## src/rtl/stream_source_pkg.sv

```systemverilog
// Shared types and default widths for the stream_source traffic generator.
// The STREAM_SOURCE_GAP_EN build makes the GAP state reachable.
package stream_source_pkg;

    typedef enum logic [1:0] {
        IDLE = 2'd0,
        RUN  = 2'd1,
        GAP  = 2'd2,
        DONE = 2'd3
    } state_t;

    localparam int GAP_WIDTH      = 8;
    localparam int DEF_DATA_WIDTH = 32;
    localparam int DEF_CNT_WIDTH  = 16;

endpackage

```

## src/rtl/stream_source_ctr.sv

```systemverilog
// Loadable down-counter with last/zero flags; used for the remaining beats
// and for the inter-beat gap.
module stream_source_ctr
    import stream_source_pkg::*;
#(
    parameter int W = DEF_CNT_WIDTH
) (
    input  logic         clk,
    input  logic         rst,
    input  logic         load,
    input  logic [W-1:0] load_val,
    input  logic         dec,
    output logic [W-1:0] cnt,
    output logic         is_last,
    output logic         is_zero
);

    always_ff @(posedge clk or posedge rst) begin
        if (rst)       cnt <= '0;
        else if (load) cnt <= load_val;
        else if (dec)  cnt <= cnt - W'(1);
    end

    assign is_last = (cnt == W'(1));
    assign is_zero = (cnt == '0);

endmodule

```

## src/rtl/stream_source.sv

```systemverilog
// AXI-stream burst source: emits base, base+stride, ... for count beats, TLAST on
// the final beat, then a one-cycle done. STREAM_SOURCE_GAP_EN adds cmd_gap idle cycles.
module stream_source
    import stream_source_pkg::*;
#(
    parameter int DATA_WIDTH = DEF_DATA_WIDTH,
    parameter int CNT_WIDTH  = DEF_CNT_WIDTH
) (
    input  logic                  clk,
    input  logic                  reset,
    input  logic                  cmd_TVALID,
    output logic                  cmd_TREADY,
    input  logic [DATA_WIDTH-1:0] cmd_base,
    input  logic [DATA_WIDTH-1:0] cmd_stride,
    input  logic [CNT_WIDTH-1:0]  cmd_count,
`ifdef STREAM_SOURCE_GAP_EN
    input  logic [GAP_WIDTH-1:0]  cmd_gap,
`endif
    output logic                  dout_TVALID,
    input  logic                  dout_TREADY,
    output logic [DATA_WIDTH-1:0] dout_TDATA,
    output logic                  dout_TLAST,
    output logic                  busy,
    output logic                  done
);

    state_t                state;
    logic [DATA_WIDTH-1:0] stride_q;
    logic                  cmd_fire, beat_fire, rem_dec;
    logic [CNT_WIDTH-1:0]  rem_cnt;
    logic                  rem_is_last, rem_is_zero;
    logic                  unused_flags;

    assign cmd_TREADY = (state == IDLE);
    assign cmd_fire   = cmd_TVALID && cmd_TREADY;
    assign beat_fire  = (state == RUN) && dout_TVALID && dout_TREADY;
    // The last beat needs no decrement; the burst ends on its accept.
    assign rem_dec    = beat_fire && !dout_TLAST;

    stream_source_ctr #(.W(CNT_WIDTH)) u_rem (
        .clk      (clk),
        .rst      (reset),
        .load     (cmd_fire),
        .load_val (cmd_count),
        .dec      (rem_dec),
        .cnt      (rem_cnt),
        .is_last  (rem_is_last),
        .is_zero  (rem_is_zero)
    );

`ifdef STREAM_SOURCE_GAP_EN
    logic [GAP_WIDTH-1:0] gap_q, gap_cnt;
    logic                 gap_is_last, gap_is_zero;

    // Loaded with gap-1 so that is_zero marks the final idle cycle.
    stream_source_ctr #(.W(GAP_WIDTH)) u_gap (
        .clk      (clk),
        .rst      (reset),
        .load     (rem_dec && (gap_q != '0)),
        .load_val (gap_q - GAP_WIDTH'(1)),
        .dec      (state == GAP),
        .cnt      (gap_cnt),
        .is_last  (gap_is_last),
        .is_zero  (gap_is_zero)
    );

    assign unused_flags = ^{rem_is_zero, gap_cnt, gap_is_last};
`else
    assign unused_flags = ^{rem_is_last, rem_is_zero};
`endif

    always_ff @(posedge clk or posedge reset) begin
        if (reset) begin
            state       <= IDLE;
            stride_q    <= '0;
            dout_TVALID <= 1'b0;
            dout_TDATA  <= '0;
            dout_TLAST  <= 1'b0;
            busy        <= 1'b0;
            done        <= 1'b0;
`ifdef STREAM_SOURCE_GAP_EN
            gap_q       <= '0;
`endif
        end else begin
            done <= 1'b0;
            case (state)
                IDLE: if (cmd_fire) begin
                    stride_q   <= cmd_stride;
                    dout_TDATA <= cmd_base;
                    busy       <= 1'b1;
`ifdef STREAM_SOURCE_GAP_EN
                    gap_q      <= cmd_gap;
`endif
                    if (cmd_count == '0) begin
                        state <= DONE;
                        done  <= 1'b1;
                    end else begin
                        state       <= RUN;
                        dout_TVALID <= 1'b1;
                        dout_TLAST  <= (cmd_count == CNT_WIDTH'(1));
                    end
                end
                RUN: if (beat_fire) begin
                    if (dout_TLAST) begin
                        dout_TVALID <= 1'b0;
                        dout_TLAST  <= 1'b0;
                        state       <= DONE;
                        done        <= 1'b1;
                    end else begin
                        dout_TDATA <= dout_TDATA + stride_q;
`ifdef STREAM_SOURCE_GAP_EN
                        if (gap_q != '0) begin
                            dout_TVALID <= 1'b0;
                            state       <= GAP;
                        end
                        dout_TLAST <= (gap_q == '0) && (rem_cnt == CNT_WIDTH'(2));
`else
                        dout_TLAST <= (rem_cnt == CNT_WIDTH'(2));
`endif
                    end
                end
`ifdef STREAM_SOURCE_GAP_EN
                GAP: if (gap_is_zero) begin
                    state       <= RUN;
                    dout_TVALID <= 1'b1;
                    dout_TLAST  <= rem_is_last;
                end
`endif
                DONE: begin
                    state <= IDLE;
                    busy  <= 1'b0;
                end
                default: state <= IDLE;
            endcase
        end
    end

endmodule

```

## config.mk

```make
export PLATFORM = sky130hd
export DESIGN_NAME = stream_source
export DESIGN_NICKNAME = d
export VERILOG_FILES = /design/src/rtl/stream_source_pkg.sv /design/src/rtl/stream_source_ctr.sv /design/src/rtl/stream_source.sv
export SDC_FILE = /design/constraint.sdc
export NUM_CORES = 1
export LEC_CHECK = 0
export CORE_UTILIZATION = 55
export DETAILED_ROUTE_END_ITERATION = 12
export GPL_TIMING_DRIVEN = 1
export PLACE_DENSITY_LB_ADDON = 0.1
export SYNTH_ARGS = -nofsm -noshare
export SYNTH_HDL_FRONTEND = slang
export SYNTH_SLANG_ARGS = --single-unit
```

## constraint.sdc

```tcl
create_clock -name clk -period 4.4 [get_ports clk]
set_input_delay 0.88 -clock clk [delete_from_list [all_inputs] [get_ports clk]]
set_output_delay 0.88 -clock clk [all_outputs]
set_load 0.005 [all_outputs]
```

==> impl_metrics.toml, run 1 <==
[routing]
via_count = 5231
routed_via_density = 5.80
wl_met2_um = 6610
detail_route.first_pass.iterations = 7
detail_route.drc_violations = 0
routed_length_on_met1_um = 6510
avgRoutedWirePerCell_um = 16.0
antenna_left = 0
drt-initial-drc-count = 222
highest-signal-layer = "met4"
dr_wl_met3_um = 1160
drt_wl_total_um = 14500

[layout]
postLayoutCoreUtil_pct = 72.3
final_cell_count_no_fill = 902
layout-area-overhead-vs-synth_pct = 28.2
num_antenna_cells = 0
drive_above_1_share_pct = 5.98
nets = 882

[power_and_ir_drop]
switching_power_mw = 1.64
sequentialPowerShare_pct = 30.7
power_density_nw_per_um2 = 581
irDropWorstVdd_uv = 318
internal-power_mw = 2.44
p_clk_share_pct = 15.7
power_frac_comb_pct = 53.6
sw_frac_of_total_pct = 40.3
fin_total_pwr_mw = 4.08
power.leakage_nw = 3.21

[timing]
period_minus_slack_ns = 3.19
final-setup-viol-count = 0
timing.hold.ws_ns = 0.487
sum_of_negative_setup_slack_ns = 0
clock-skew-final_ns = 0.00817
setup_repair_after_global_routing_missed_its_margin = "false"
final_min_period_over_clock_period_pct = 72.6
final_max_slew_viol_count = 0
slew_headroom_pct = 41.5
hold_violations = 0
worst_max_slew_pin_slew_ns = 0.876
achievable-frequency_mhz = 313

[critical_path]
cp-start-kind = "flip-flop"
cp.depth = 11
timing.critical_path.required_ns = 4.64
crit_chain = "ha_1, fa_1, a21oi_2, nand4b_4, a2111oi_2, or3b_1, a31oi_4, o311ai_4, a2111oi_0, a31oi_1, o2bb2ai_1"
arrival_ns = 3.43
crit_path_capture_type = "flip-flop"
critical_path.n_buffers_inverters = 0
worst-path-max-fanout = 5
critPathTopFamily = "compound AO/OA/AOI/OAI gates"
reg2regPathDepth = 11
critPathSlowestCell = "or3b_1"
critical-path-max-stage-delay_ns = 0.53
critPathKind = "flip-flop to flip-flop"

[clock_network]
cts_post_setup_buffers_inserted = 0
cts_inserted_buffers = 9
ctsResizeCount = 0
cts.hold.buffers_added = 0
root_buffer = "clkbuf_8"
maximum_buffer_depth_of_the_clock_tree = 2
clk-insertion-delay-late_ns = 0.37
htreeDepth = 3
cts.sink_count = 86
clk_transition_reported_paths_ns = 0.08
cts_tree = "built"

[grt]
first_pass_grt_wire_length_um = 23400
grt_usage_pct = 29.0
antenna_found_initial = 0
grt_pass1_vias = 4967
grt_overflow_total = 0
grt_start_max_net_pins = 54

[synth]
synth-edff-count = 0
synth.ff_latch_count = 86
syn-mean-instance-area_sq_um = 8.38
synth_top_area_share_pct = 39.2
postSynthNetCount = 773
synth_area_sq_um = 5490
synthesis.yosys.warnings = 0
synth-async-reset-ratio_pct = 100
ys.flop_type = "dfrtp_1"
yosysSeqAreaShare_pct = 39.2
ys_types = 67
syn-instance-count = 655
synth.largest_area_cell = "dfrtp_1"
top_post_synthesis_cells_by_area = "dfrtp_1 39%, nand2_1 11%, ha_1 7.5%"

[floorplan]
core_area_sq_um = 9730
floorplan.die.height_um = 102
number_of_primary_i_o_pins = 121
placementRows = 36
initial_utilization_pct = 56.4
width_of_the_die_um = 102
die_area_sq_um = 10400

[placement]
hpwl_um = 10500
port_buffers = 120
globalplace.congestion = 0.911
numPlacedInstances = 886

[run_status]
status = "complete, no violations"

[min_path]
timing.hold.worst_path_depth = 2
worst_hold_path_type = "flip-flop to flip-flop"

[job]
max_cap_violations = 0
[stage by stage]
| step | cell area, sq um | worst slack (ns) |
|---|---|---|
| final | 7040 | 1.21 |
| after global routing | 7040 | 1.10 |
| after CTS | 7040 | 1.22 |
| after detailed placement | 6800 | 1.13 |
| after global placement | 6800 | 1.18 |
| after floorplan | 5490 | 1.30 |
[flip-flops by register name (all words and copies together) (netlist names)]
name,flops
busy,1
done,1
dout_TDATA,32
dout_TLAST,1
dout_TVALID,1
state,2
stride_q,32
u_rem.cnt,16
[cell families (layout without fill, tap and decap cells)]
family / Yosys count / after routing / synth area share (%)
AO/OA/AOI/OAI: 174 / 174 / 21.4
XOR/XNOR: 28 / 28 / 4.47
adder cells (fa/ha/maj): 34 / 34 / 7.89
buffers and inverters: 43 / 157 / 3.12
flip-flops: 86 / 86 / 39.2
multiplexers: 2 / 2 / 0.388
AND/OR/NAND/NOR: 288 / 288 / 23.5
[tightest hold or removal path, delay by kind of cell (launching register included)]
kind / cells / cell delay [ns]
AND/OR/NAND/NOR: 2 / 0.10
flip-flops: 1 / 0.35
[worst paths after layout]
check                      slack (ns)                      start                    endpoint
hold reg to reg                  0.49   stride_q[19]$_DFFE_PP0P_    stride_q[19]$_DFFE_PP0P_
setup reg to reg                 1.21  dout_TDATA[0]$_DFFE_PP0P_  dout_TDATA[28]$_DFFE_PP0P_
setup / recovery                 1.21  dout_TDATA[0]$_DFFE_PP0P_  dout_TDATA[28]$_DFFE_PP0P_
max in group asynchronous        2.74                      reset  dout_TDATA[22]$_DFFE_PP0P_
min in group asynchronous        0.84                      reset     stride_q[7]$_DFFE_PP0P_
hold / removal                   0.49   stride_q[19]$_DFFE_PP0P_    stride_q[19]$_DFFE_PP0P_
[cells in the mapped netlist (2+ instances only)]
cell         n
nand2_1    159
dfrtp_1     86
a21oi_1     55
nor2_1      50
o21ai_0     38
ha_1        33
clkbuf_1    26
a31oi_1     19
nand3_1     19
a21o_1      15
xnor2_1     15
xor2_1      13
inv_1       12
nor3_1       8
or3_1        8
and3_1       7
nand4_1      7
a221o_1      6
o211ai_1     6
and2_1       5
nor4_1       5
nor2b_1      4
o21a_1       3
a2111oi_2    2
a211o_1      2
a211oi_1     2
a21oi_2      2
buf_2        2
nand2b_1     2
nand3b_1     2
o21bai_1     2
o22ai_1      2
o2bb2ai_1    2
or2_2        2
or4_1        2
[layout make-up]
type                    instances  area [sq um]
multi-input cells             526          3170
fillers                       758          2690
flip-flops and latches         86          2150
repair buffers                128          1260
well taps                     133           166
clock buffers                  11           151
clock inverters                 5          81.3
inverters                      13          50.0
[cell usage in the layout (no fill, tap or decap), drive strengths merged, types with 3 or more instances in the layout]
| cell | instances |
|---|---|
| o311ai | 3 |
| clkdlybuf4s50 | 120 |
| a31oi | 20 |
| a21o | 15 |
| xnor2 | 15 |
| or3 | 8 |
| ha | 33 |
| o21ai | 39 |
| nand4 | 7 |
| nor3 | 9 |
| inv | 12 |
| a211oi | 3 |
| clkinv | 3 |
| a221o | 6 |
| buf | 8 |
| and3 | 7 |
| o21a | 3 |
| nand3 | 19 |
| nor2b | 4 |
| o211ai | 6 |
| clkbuf | 11 |
| xor2 | 13 |
| and2 | 5 |
| nor2 | 51 |
| a2111oi | 4 |
| a21oi | 57 |
| nand2 | 159 |
| nor4 | 5 |
| dfrtp | 86 |
[power by group through the flow]
stage	sequential [mW]	combinational (mW)	clock [mW]
2_1_floorplan	1.22	1.49	0
3_3_place_gp	1.25	2.10	0
3_5_place_dp	1.26	2.15	0
4_1_cts	1.25	2.18	0.651
5_1_grt	1.28	2.43	0.688
6_report	1.26	2.19	0.640
[routing by layer]
metal  vias up  global-route usage [%]
li1       2543                       -
met1      2463                    40.0
met2       207                    46.2
met3        18                    6.09
met4         0                    9.23
met5         -                       0
No activity file was read; power rests on OpenSTA's default activity.
==> run 2: changes to the inputs <==
- CORE_UTILIZATION: 55 -> 52
- clock period: 4.4 -> 3.28 ns (I/O delays scaled with it)
==> run 2 against run 1 <==
- maximum frequency increased by 4.0%
- via count is 0.71% lower
- setup slack worse by 1.0 ns
- clock-buffer cell count grew 1
- sequential cell count is the same
- clock skew grew 0.0013 ns
- non-clock buffer count up 2
==> impl_metrics.toml, run 2 (synthesis gave the netlist of run 1 again) <==
[power_and_ir_drop]
p_clk_share_pct = 14.6
power_density_nw_per_um2 = 771
sequentialPowerShare_pct = 30.9
power_frac_comb_pct = 54.5
switching_power_mw = 2.21
sw_frac_of_total_pct = 40.7
power.leakage_nw = 3.22
internal-power_mw = 3.22
irDropWorstVdd_uv = 453

[routing]
detail_route.first_pass.iterations = 6
avgRoutedWirePerCell_um = 15.9
antenna_left = 0
via_count = 5194
drt_wl_total_um = 14400
detail_route.drc_violations = 0
routed_via_density = 5.73
drt-initial-drc-count = 254

[clock_network]
htreeDepth = 3
ctsResizeCount = 0
cts_inserted_buffers = 9
clk-insertion-delay-late_ns = 0.38
maximum_buffer_depth_of_the_clock_tree = 2
cts.hold.buffers_added = 0
cts.sink_count = 86
cts_post_setup_buffers_inserted = 0
cts_tree = "built"
root_buffer = "clkbuf_8"
clk_transition_reported_paths_ns = 0.08

[grt]
first_pass_grt_wire_length_um = 24200
grt_start_max_net_pins = 54
grt_overflow_total = 0
grt_usage_pct = 27.9
antenna_found_initial = 0
grt_pass1_vias = 5057

[timing]
period_minus_slack_ns = 3.07
worst_max_slew_pin_slew_ns = 0.639
final_max_slew_viol_count = 0
final_min_period_over_clock_period_pct = 93.6
achievable-frequency_mhz = 326
timing.hold.ws_ns = 0.487
hold_violations = 0
postLayoutSetupSlackWorst_ns = 0.209
clock-skew-final_ns = 0.00945
final-setup-viol-count = 0
sum_of_negative_setup_slack_ns = 0
slew_headroom_pct = 57.0
setup_repair_after_global_routing_missed_its_margin = "false"

[floorplan]
floorplan.die.height_um = 105
core_area_sq_um = 10300
width_of_the_die_um = 105
placementRows = 37
number_of_primary_i_o_pins = 121
initial_utilization_pct = 53.4
die_area_sq_um = 11000

[placement]
worst_setup_slack_after_placement_ns = 0.243
hpwl_um = 10600
numPlacedInstances = 891
port_buffers = 120
globalplace.congestion = 0.903
placed_cell_area_sq_um = 6830

[layout]
ff_latch_area_sq_um = 2150
multi_input_comb_area_sq_um = 3170
drive_above_1_share_pct = 6.10
final_cell_mix = "159 x nand2_1, 120 x clkdlybuf4s50_1, 86 x dfrtp_1, 55 x a21oi_1, 49 x nor2_1"
fillCellCount = 894
mostFrequentLayoutCell = "nand2_1"
final_cell_count_no_fill = 906
layout-area-overhead-vs-synth_pct = 28.3
nets = 884
top_regs = "dout_TDATA (32), stride_q (32), u_rem.cnt (16)"
final_cell_area_sq_um = 7040
num_antenna_cells = 0

[run_status]
status = "complete, no violations"

[job]
max_cap_violations = 0

[critical_path]
worst-path-max-fanout = 5
critPathKind = "flip-flop to flip-flop"
arrival_ns = 3.33
crit_path_capture_type = "flip-flop"
timing.critical_path.required_ns = 3.54
cp-start-kind = "flip-flop"

[min_path]
worst_hold_path_type = "flip-flop to flip-flop"
## run 2: cell count changes in the layout (fill, tap and decap cells not counted), sizes merged
cell,delta
clkinv,-1
bufinv,-1
buf,+2
clkbuf,+1
## run 2: layout make-up
class	count	area share (%)
clock inverter	3	0.604
clock buffer	12	2.35
inverter	13	0.711
multi-input combinational	526	45.1
tap	136	2.42
timing repair buffer	130	18.3
sequential	86	30.6
## run 2: final timing paths
check | from | end | slack (ns) | cells after the start
max in group asynchronous | reset | stride_q[25]$_DFFE_PP0P_ | 1.93 | 3
worst max register to register | dout_TDATA[0]$_DFFE_PP0P_ | dout_TDATA[28]$_DFFE_PP0P_ | 0.21 | 11
worst max-delay path | dout_TDATA[0]$_DFFE_PP0P_ | dout_TDATA[28]$_DFFE_PP0P_ | 0.21 | 11
min in group asynchronous | reset | stride_q[9]$_DFFE_PP0P_ | 0.66 | 2
worst min register to register | stride_q[19]$_DFFE_PP0P_ | stride_q[19]$_DFFE_PP0P_ | 0.49 | 2
worst min-delay path | stride_q[19]$_DFFE_PP0P_ | stride_q[19]$_DFFE_PP0P_ | 0.49 | 2
## run 2: metal layers
layer  vias to the layer above  GRT usage, %  part of all wire [%]  routed length (um)
met5                         -             0                     0                   0
met4                         0          11.1                   2.0                 293
met3                        24          5.24                   6.3                 917
met2                       162          43.4                    46                6640
met1                      2472          38.4                    46                6600
li1                       2536             -                     -                   -
## run 2: power by group through the flow
| stage | clock network (mW) | registers [mW] | logic [mW] |
|---|---|---|---|
| after floorplan | 0 | 1.63 | 2.00 |
| after global placement | 0 | 1.67 | 2.85 |
| after detailed placement | 0 | 1.69 | 2.91 |
| after CTS | 0.802 | 1.67 | 2.94 |
| after global routing | 0.846 | 1.72 | 3.28 |
| final | 0.794 | 1.67 | 2.96 |
## run 2: worst max-delay path, cell delays in order (launching register included)
cell	delay (ns)
dfrtp_1	0.40
ha_1	0.23
fa_1	0.42
a21oi_2	0.18
nand4b_4	0.16
a2111oi_2	0.07
or3b_1	0.51
a31oi_4	0.21
o311ai_4	0.11
a2111oi_0	0.45
a31oi_1	0.07
o2bb2ai_1	0.14
## run 2: through the flow
stage / total power, mW / util, %
floorplan: 3.64 / -
global placement: 4.52 / 66.5
detailed placement: 4.60 / 66.5
CTS: 5.42 / 68.5
global route: 5.85 / 68.5
finish: 5.43 / 68.5
